File: src/rtl/memory_port_arbiter_if.sv
// Request/grant/done bundle between the core-side requesters, the arbiter
// and the single-port memory.
interface memory_port_arbiter_if;
    logic        fetch_req;
    logic [15:0] fetch_addr;
    logic        data_req;
    logic        data_we;
    logic [15:0] data_addr;
    logic [15:0] data_wdata;
    logic        ldr_req;
    logic        ldr_we;
    logic [15:0] ldr_addr;
    logic [15:0] ldr_wdata;
    logic [2:0]  gnt;
    logic [2:0]  done;
    logic [15:0] rdata;
    logic        busy;
    logic [15:0] mem_address;
    logic [15:0] mem_data;
    logic        mem_wren;
    logic [15:0] mem_q;

    modport master (
        output fetch_req, fetch_addr, data_req, data_we, data_addr, data_wdata,
               ldr_req, ldr_we, ldr_addr, ldr_wdata, mem_q,
        input  gnt, done, rdata, busy, mem_address, mem_data, mem_wren
    );

    modport slave (
        input  fetch_req, fetch_addr, data_req, data_we, data_addr, data_wdata,
               ldr_req, ldr_we, ldr_addr, ldr_wdata, mem_q,
        output gnt, done, rdata, busy, mem_address, mem_data, mem_wren
    );
endinterface

File: src/rtl/memory_port_arbiter.sv
// Shares one single-port memory between fetch, data and loader requesters:
// fixed priority data > fetch > loader, with a starvation guard for the loader.
module memory_port_arbiter #(
    parameter int READ_LATENCY = 1,
    parameter int STARVE_LIMIT = 8
) (
    input logic                  clock,
    input logic                  reset,
    memory_port_arbiter_if.slave bus
);
    typedef enum logic [1:0] {IDLE, ISSUE, WAIT} state_t;

    localparam logic [3:0] STARVE_LIM = 4'(STARVE_LIMIT);
    localparam logic [1:0] WAIT_LAST  = 2'(READ_LATENCY - 1);

    state_t      state, state_nxt;
    logic [3:0]  starve_cnt, starve_nxt;
    logic [1:0]  wait_cnt, wait_nxt;
    logic [2:0]  owner, owner_nxt;
    logic [2:0]  win;
    logic [2:0]  gnt_nxt, done_nxt;
    logic [15:0] addr_nxt, wdata_nxt, rdata_nxt;
    logic        wren_nxt;

    // A loader that has lost STARVE_LIMIT times jumps ahead of everyone.
    always_comb begin
        win = 3'b000;
        if (bus.ldr_req && (starve_cnt >= STARVE_LIM)) win = 3'b100;
        else if (bus.data_req)                         win = 3'b010;
        else if (bus.fetch_req)                        win = 3'b001;
        else if (bus.ldr_req)                          win = 3'b100;
    end

    always_comb begin
        state_nxt  = state;
        gnt_nxt    = 3'b000;
        done_nxt   = 3'b000;
        wren_nxt   = 1'b0;
        addr_nxt   = bus.mem_address;
        wdata_nxt  = bus.mem_data;
        rdata_nxt  = bus.rdata;
        owner_nxt  = owner;
        wait_nxt   = wait_cnt;
        starve_nxt = starve_cnt;
        case (state)
            IDLE: begin
                if (bus.ldr_req && !win[2])
                    starve_nxt = (starve_cnt == 4'hF) ? 4'hF : starve_cnt + 4'd1;
                else
                    starve_nxt = 4'd0;
                if (win != 3'b000) begin
                    state_nxt = ISSUE;
                    gnt_nxt   = win;
                    owner_nxt = win;
                    case (win)
                        3'b010: begin
                            addr_nxt  = bus.data_addr;
                            wdata_nxt = bus.data_wdata;
                            wren_nxt  = bus.data_we;
                        end
                        3'b100: begin
                            addr_nxt  = bus.ldr_addr;
                            wdata_nxt = bus.ldr_wdata;
                            wren_nxt  = bus.ldr_we;
                        end
                        default: addr_nxt = bus.fetch_addr;
                    endcase
                end
            end
            ISSUE: begin
                wait_nxt = 2'd0;
                if (bus.mem_wren) begin
                    done_nxt  = owner;
                    state_nxt = IDLE;
                end else begin
                    state_nxt = WAIT;
                end
            end
            WAIT: begin
                if (wait_cnt == WAIT_LAST) begin
                    rdata_nxt = bus.mem_q;
                    done_nxt  = owner;
                    state_nxt = IDLE;
                end else begin
                    wait_nxt = wait_cnt + 2'd1;
                end
            end
            default: state_nxt = IDLE;
        endcase
    end

    always_ff @(posedge clock or posedge reset) begin
        if (reset) begin
            state           <= IDLE;
            starve_cnt      <= 4'd0;
            wait_cnt        <= 2'd0;
            owner           <= 3'b000;
            bus.gnt         <= 3'b000;
            bus.done        <= 3'b000;
            bus.mem_wren    <= 1'b0;
            bus.mem_address <= 16'h0000;
            bus.mem_data    <= 16'h0000;
            bus.rdata       <= 16'h0000;
        end else begin
            state           <= state_nxt;
            starve_cnt      <= starve_nxt;
            wait_cnt        <= wait_nxt;
            owner           <= owner_nxt;
            bus.gnt         <= gnt_nxt;
            bus.done        <= done_nxt;
            bus.mem_wren    <= wren_nxt;
            bus.mem_address <= addr_nxt;
            bus.mem_data    <= wdata_nxt;
            bus.rdata       <= rdata_nxt;
        end
    end

    assign bus.busy = (state != IDLE);
endmodule

File: src/flat_wrapper.sv
// flat-port wrapper written by rule: the top's interface ports become plain ports
module memory_port_arbiter_flat 
#(
    parameter int READ_LATENCY = 1,
    parameter int STARVE_LIMIT = 8
)
  (clock, reset, bus_fetch_req, bus_fetch_addr, bus_data_req, bus_data_we, bus_data_addr, bus_data_wdata, bus_ldr_req, bus_ldr_we, bus_ldr_addr, bus_ldr_wdata, bus_mem_q, bus_gnt, bus_done, bus_rdata, bus_busy, bus_mem_address, bus_mem_data, bus_mem_wren);
  memory_port_arbiter_if bus_i ();
  input logic clock;
  input logic reset;
  input wire logic [$bits(bus_i.fetch_req)-1:0] bus_fetch_req;
  input wire logic [$bits(bus_i.fetch_addr)-1:0] bus_fetch_addr;
  input wire logic [$bits(bus_i.data_req)-1:0] bus_data_req;
  input wire logic [$bits(bus_i.data_we)-1:0] bus_data_we;
  input wire logic [$bits(bus_i.data_addr)-1:0] bus_data_addr;
  input wire logic [$bits(bus_i.data_wdata)-1:0] bus_data_wdata;
  input wire logic [$bits(bus_i.ldr_req)-1:0] bus_ldr_req;
  input wire logic [$bits(bus_i.ldr_we)-1:0] bus_ldr_we;
  input wire logic [$bits(bus_i.ldr_addr)-1:0] bus_ldr_addr;
  input wire logic [$bits(bus_i.ldr_wdata)-1:0] bus_ldr_wdata;
  input wire logic [$bits(bus_i.mem_q)-1:0] bus_mem_q;
  output wire logic [$bits(bus_i.gnt)-1:0] bus_gnt;
  output wire logic [$bits(bus_i.done)-1:0] bus_done;
  output wire logic [$bits(bus_i.rdata)-1:0] bus_rdata;
  output wire logic [$bits(bus_i.busy)-1:0] bus_busy;
  output wire logic [$bits(bus_i.mem_address)-1:0] bus_mem_address;
  output wire logic [$bits(bus_i.mem_data)-1:0] bus_mem_data;
  output wire logic [$bits(bus_i.mem_wren)-1:0] bus_mem_wren;
  assign bus_i.fetch_req = bus_fetch_req;
  assign bus_i.fetch_addr = bus_fetch_addr;
  assign bus_i.data_req = bus_data_req;
  assign bus_i.data_we = bus_data_we;
  assign bus_i.data_addr = bus_data_addr;
  assign bus_i.data_wdata = bus_data_wdata;
  assign bus_i.ldr_req = bus_ldr_req;
  assign bus_i.ldr_we = bus_ldr_we;
  assign bus_i.ldr_addr = bus_ldr_addr;
  assign bus_i.ldr_wdata = bus_ldr_wdata;
  assign bus_i.mem_q = bus_mem_q;
  assign bus_gnt = bus_i.gnt;
  assign bus_done = bus_i.done;
  assign bus_rdata = bus_i.rdata;
  assign bus_busy = bus_i.busy;
  assign bus_mem_address = bus_i.mem_address;
  assign bus_mem_data = bus_i.mem_data;
  assign bus_mem_wren = bus_i.mem_wren;
  memory_port_arbiter #(.READ_LATENCY(READ_LATENCY), .STARVE_LIMIT(STARVE_LIMIT)) u_core (.clock(clock), .reset(reset), .bus(bus_i));
endmodule
File: config.mk
export PLATFORM = sky130hd
export DESIGN_NAME = memory_port_arbiter_flat
export DESIGN_NICKNAME = d
export VERILOG_FILES = /design/src/rtl/memory_port_arbiter_if.sv /design/src/rtl/memory_port_arbiter.sv /design/src/flat_wrapper.sv
export SDC_FILE = /design/constraint.sdc
export NUM_CORES = 1
export LEC_CHECK = 0
export BUFFER_PORTS_ARGS = -buffer_cell sky130_fd_sc_hd__buf_2
export CELL_PAD_IN_SITES_DETAIL_PLACEMENT = 1
export CELL_PAD_IN_SITES_GLOBAL_PLACEMENT = 1
export CORE_ASPECT_RATIO = 2
export CORE_MARGIN = 2
export CORE_UTILIZATION = 30
export CTS_CLUSTER_SIZE = 12
export DETAILED_ROUTE_END_ITERATION = 16
export GPL_TIMING_DRIVEN = 0
export PLACE_DENSITY = 0.75
export SKIP_LAST_GASP = 1
export SYNTH_ARGS = -nofsm -noshare
export SYNTH_HDL_FRONTEND = slang
export SYNTH_SLANG_ARGS = --single-unit
File: constraint.sdc
create_clock -name clock -period 1.6 [get_ports clock]
set_clock_uncertainty 0.05 [all_clocks]
set_input_delay 0.08 -clock clock [delete_from_list [all_inputs] [get_ports clock]]
set_output_delay 0.08 -clock clock [all_outputs]
set_load 0.02 [all_outputs]
Yosys cells after proc, flatten, opt, wreduce, memory -nomap -nowiden
Cells that the tools add are included.
{ "word_totals": {"output_inout_bits": 56, "regBits": 66, "input_bits": 103, "word_cells": 57} }
{ "op_classes": {"add_sub_neg": 2, "n_mux": 22, "eq_ne": 8, "magnitude_cmp": 1, "n_reduce_logical": 14} }
{ "op_table": {"columns": ["operator", "count"], "rows": [
  ["$pmux W16 S2", 2],
  ["$mux W3", 8],
  ["$mux W2", 4],
  ["$mux W4", 2],
  ["$reduce_and A2 Y1", 4],
  ["$pmux W2 S3", 1],
  ["$pmux W3 S2", 1],
  ["$reduce_bool A2 Y1", 3],
  ["$add A4 B1 Y4 const B", 1],
  ["$eq A4 B4 Y1 const B", 1],
  ["$ge A4 B4 Y1 const B", 1],
  ["$logic_not A2 Y1", 2],
  ["$ne A2 B1 Y1 const B", 2],
  ["$pmux W2 S2", 1],
  ["$eq A3 B2 Y1 const B", 1],
  ["$eq A3 B3 Y1 const B", 1],
  ["$reduce_and A3 Y1", 1],
  ["$reduce_bool A3 Y1", 1],
  ["$add A2 B1 Y2 const B", 1],
  ["$eq A2 B1 Y1 const B", 1],
  ["$eq A2 B2 Y1 const B", 1],
  ["$logic_and A1 B1 Y1", 2],
  ["$mux W1", 2],
  ["$ne A2 B2 Y1 const B", 1],
  ["other kinds (2)", 2]
]} }

Depth between registers and ports, before layout
{ "depth": {"word_depth": 8, "ltp_mapped": 7, "ltp_nobuf": 5} }

Worst setup path before layout
OpenSTA, ideal clock, no wires.
{ "synth_timing": {"path_kind": "register to register", "from": "register u_core.state[0]", "to": "register u_core.bus.rdata[0]", "t_arrival_ns": 1.526, "setup_slack_ns": -0.101, "setup_ns": 0.125, "synth_period_minus_slack_ns": 1.701, "t_required_ns": 1.425, "path_stages_with_launch": 6, "path_buffers": 1, "path_cell_list": "dfrtp_1 inv_1 ha_1 nand2_1 clkbuf_1 mux2_2"} }
{ "synth_between": {"elab_chain_cells": 2} }
{ "synth_rtl": {"columns": ["item", "line", "source"], "rows": [
  ["from (decl)", "memory_port_arbiter.sv:16", "state_t state, state_nxt;"],
  ["from (signal assigned)", "memory_port_arbiter.sv:105", "state <= state_nxt;"],
  ["$eq A2 B2 Y1", "memory_port_arbiter.sv:45", "case (state)"],
  ["$reduce_and A2 Y1 (no line)", null, null],
  ["to (signal assigned)", "memory_port_arbiter.sv:114", "bus.rdata <= rdata_nxt;"],
  ["to (decl)", "memory_port_arbiter_if.sv:32", "output gnt, done, rdata, busy, mem_address, mem_data, mem_wren"]
]} }
No other way between the ends.
A chain may end at the register's enable or synchronous reset.

Worst setup path in the final report
{ "layout_timing": {"from": "register u_core.starve_cnt[3]", "to": "register u_core.bus.mem_data[7]"} }
{ "layout_between": {"elab_chain_cells": 6, "elab_cells_between_ends": 9, "classes_between": "1 x order compare; 2 x eq/ne; 2 x mux; 4 x reduce/logical"} }
{ "layout_rtl": {"columns": ["item", "line", "source"], "rows": [
  ["from (decl)", "memory_port_arbiter.sv:17", "logic [3:0] starve_cnt, starve_nxt;"],
  ["from (signal assigned)", "memory_port_arbiter.sv:106", "starve_cnt <= starve_nxt;"],
  ["$ge A4 B4 Y1 *", "memory_port_arbiter.sv:28", "if (bus.ldr_req && (starve_cnt >= STARVE_LIM)) win = 3'b100;"],
  ["$logic_and A1 B1 Y1 *", "memory_port_arbiter.sv:28", null],
  ["$mux W3 *", "memory_port_arbiter.sv:28", null],
  ["$eq A3 B2 Y1 or $eq A3 B3 Y1 (tied branches)", "memory_port_arbiter.sv:55", "case (win)"],
  ["$reduce_bool A2 Y1 (no line)", null, null],
  ["$reduce_and A3 Y1 (no line)", null, null],
  ["to (signal assigned)", "memory_port_arbiter.sv:113", "bus.mem_data <= wdata_nxt;"],
  ["to (decl)", "memory_port_arbiter_if.sv:32", null]
]} }
Every way passes the cells marked *; elsewhere a longest branch is shown, timed or not.

==> flow_metrics.py <==
metrics = {
    "status": {
        "status": "completed",
    },
    "timing": {
        "worst_pin_slew_ns": 0.6483,
        "hold_viol": 0,
        "min_period_ns": 1.548,
        "post-route-period-util_pct": 96.75,
        "timing.slew.headroom_pct": 56.69,
        "final-max-slew-violation-count": 0,
        "setup_viol": 0,
        "fmax_mhz": 646.0,
        "setup_ws_ns": 0.05198,
    },
    "clocking": {
        "cts.path.max_buffers": 2,
        "root_buffer": "clkbuf_16",
        "clk_latency_ns": 0.33,
        "clk_pin_slew_worst_paths_ns": 0.06,
        "cts.sinks": 66,
        "cts-htree-levels": 3,
        "cts_tree": "built",
        "cts_buffers": 9,
    },
    "logic_synthesis": {
        "ys_warn_count": 0,
        "avgSynthCellArea_sq_um": 10.19,
        "netlist_area_sq_mm": 0.003169,
        "synth_seq_area_share_pct": 52.11,
        "synth_seq_cells": 66,
        "synthCells": 311,
        "synthDistinctLibCells": 32,
        "synthesis.nets": 420,
    },
    "die": {
        "core_sq_mm": 0.01041,
        "dieWidth_microns": 76.68,
        "ioPinCount": 159,
        "die_area_sq_mm": 0.01145,
        "initial_core_util_pct": 30.44,
        "dieHeight_microns": 149.4,
        "rows": 53,
    },
    "critical_path": {
        "crit_path_end": "u_core.bus.mem_data[7]",
        "rr_endpoint": "u_core.bus.mem_data[7]",
        "crit_type": "register to register",
        "crit_chain": "or3b_4, buf_2, a21oi_2, a31oi_4",
        "worstSetupEndpointType": "register",
        "r2r_start": "u_core.starve_cnt[3]",
        "critPathLaunch": "u_core.starve_cnt[3]",
        "cp.required_ns": 1.75,
        "r2r_setup_slack_ns": 0.05,
        "path_max_fanout": 10,
        "startpoint_type": "register",
        "cp.arrival_ns": 1.70,
        "reg2regPathDepth": 4,
        "crit_slowest_cell": "dfrtp_2",
        "critPathMaxStageDelay_ns": 0.45,
    },
    "pwr": {
        "finalPower_mw": 8.984,
        "leakage_nw": 2.376,
        "ir_worst_vdd_mv": 0.6792,
        "power.density_mw_per_mm2": 1715,
    },
    "grt": {
        "grt_usage_pct": 20.87,
        "grt_max_degree": 41,
        "gr-total-overflow": 0,
        "grt_pass1_vias": 3834,
        "grt_first_pass_wirelength_microns": 18440,
        "grt_antenna_before_repair": 1,
    },
    "detailed_routing": {
        "wl_met1_microns": 4414,
        "avgViaCountPerCell": 5.019,
        "first_iter_violations": 65,
        "vias": 3398,
        "antenna_left": 0,
        "wl_met3_microns": 581,
        "route.met2.wl_microns": 6836,
        "highest_layer": "met4",
        "drtPass1Iterations": 4,
        "wl_per_cell_microns": 18.13,
        "drc": 0,
        "finalWirelength_microns": 12270,
    },
    "finish": {
        "syn_to_final_growth_pct": 65.34,
        "mostFrequentLayoutCells": "160 x buf_2, 65 x dfrtp_1, 45 x dlygate4sd3_1, 33 x o21ai_0, 24 x a31oi_1",
        "drive_above_1_share_pct": 45.64,
        "nets": 644,
        "mostFrequentLayoutCell": "buf_2",
        "regArea_sq_mm": 0.001653,
        "multi_input_area_sq_mm": 0.001554,
        "stdcell_count": 677,
        "fillCellCount": 1192,
        "final_util_pct": 50.33,
    },
    "place": {
        "placed_cells": 607,
        "port_buffers": 158,
        "post-dp-hpwl_microns": 8537,
        "globalplace.congestion": 0.7951,
        "dp_slack_ns": -0.4152,
    },
    "min_path": {
        "min_path_type": "input port to register",
        "hp-start": "bus_ldr_wdata[13]",
    },
    "run": {
        "drv_cap": 0,
    },
}
[how the worst min path moves through the flow]
stage	to	cells after the start
5_1_grt	u_core.bus.mem_data[13]	3
3_5_place_dp	u_core.bus.rdata[5]	2
2_1_floorplan	u_core.bus.done[0]	1
3_3_place_gp	u_core.bus.rdata[9]	2
4_1_cts	u_core.bus.mem_data[13]	3
6_report	u_core.bus.mem_data[13]	3
[layout make-up]
class / count / share of cell area, %
antenna: 1 / 0.04776
buffer: 22 / 2.627
clock buffer: 9 / 4.298
clock inverter: 6 / 1.576
inverter: 11 / 0.8596
multi-input combinational: 209 / 29.66
sequential: 66 / 31.54
tap: 137 / 3.271
timing repair buffer: 216 / 26.12
[synth_stat cells (all sizes together)]
| library cell | n | area (sq um) |
|---|---|---|
| o21ba | 1 | 10.01 |
| nor2b | 18 | 112.6 |
| a32oi | 17 | 148.9 |
| and2 | 5 | 31.28 |
| a31o | 2 | 17.52 |
| inv | 11 | 41.29 |
| nor2 | 17 | 63.81 |
| o21bai | 1 | 7.510 |
| clkbuf | 17 | 63.81 |
| o21a | 2 | 15.01 |
| o21ai | 33 | 165.2 |
| ha | 6 | 75.07 |
| o31a | 1 | 8.760 |
| o22ai | 2 | 12.51 |
| or3b | 1 | 8.760 |
| a211oi | 1 | 7.510 |
| a311o | 1 | 10.01 |
| nand2b | 2 | 12.51 |
| dfrtp | 66 | 1652 |
| nor3 | 2 | 10.01 |
| buf | 8 | 51.29 |
| a21oi | 21 | 105.1 |
| nand3 | 18 | 90.09 |
| mux2i | 2 | 20.02 |
| nand2 | 3 | 11.26 |
| a21boi | 2 | 15.02 |
| mux2 | 16 | 180.2 |
| a31oi | 32 | 200.2 |
| a21o | 3 | 22.52 |
[critical path: cells and delay by family (launching register included)]
kind | cells | cell delay (ns)
DFF | 1 | 0.45
and+or+nand+nor | 1 | 0.42
buffers and inverters | 1 | 0.23
AOI/OAI and AO/OA | 2 | 0.26
[timing repair]
item                                    4_1_cts  5_1_grt
setup buffers                                 1       10
gates cloned                                  0        1
resized for setup                            18       41
hold endpoints to repair                     57        0
endpoints found under the setup margin       50       48
hold buffers                                 45        0
pin swaps                                     0        3
[through the flow]
step / hold slack (ns) / setup TNS (ns) / instance area [sq um]
5_1_grt: 0.02228 / -0.004780 / 5240
3_3_place_gp: 0.2650 / -8.979 / 4136
3_5_place_dp: 0.1563 / -11.84 / 4156
2_1_floorplan: 0.1704 / 0 / 3174
6_report: 0.003154 / 0 / 5240
4_1_cts: 0.0009814 / -2.010 / 4972
[kinds of logic after synthesis]
| family | count (synthesis) | synth area share, % |
|---|---|---|
| AO/OA/AOI/OAI | 119 | 23.53 |
| adder cells (fa/ha/maj) | 6 | 2.369 |
| buffers and inverters | 36 | 4.935 |
| flip-flops | 66 | 52.11 |
| multiplexers | 18 | 6.317 |
| AND/OR/NAND/NOR | 66 | 10.74 |
[registers in the layout, summed over array words and instances, names as in the netlist, 2 cells and up]
name,cells
u_core.bus.mem_address,16
u_core.bus.mem_data,16
u_core.bus.rdata,16
u_core.starve_cnt,4
u_core.bus.done,3
u_core.bus.gnt,3
u_core.owner,3
u_core.state,2
u_core.wait_cnt,2
[metal layers]
layer  GRT usage, %  vias up
met2          39.25      127
met3          4.722       41
met5              0        -
met1          20.52     1642
met4          12.00        0
li1               -     1588
[report_power, final]
part / internal (mW) / switching [mW]
registers: 2.41 / 0.417
logic: 1.72 / 2.37
clock network: 1.34 / 0.723
total: 5.47 / 3.51
Power figures use the tool's default switching activity.
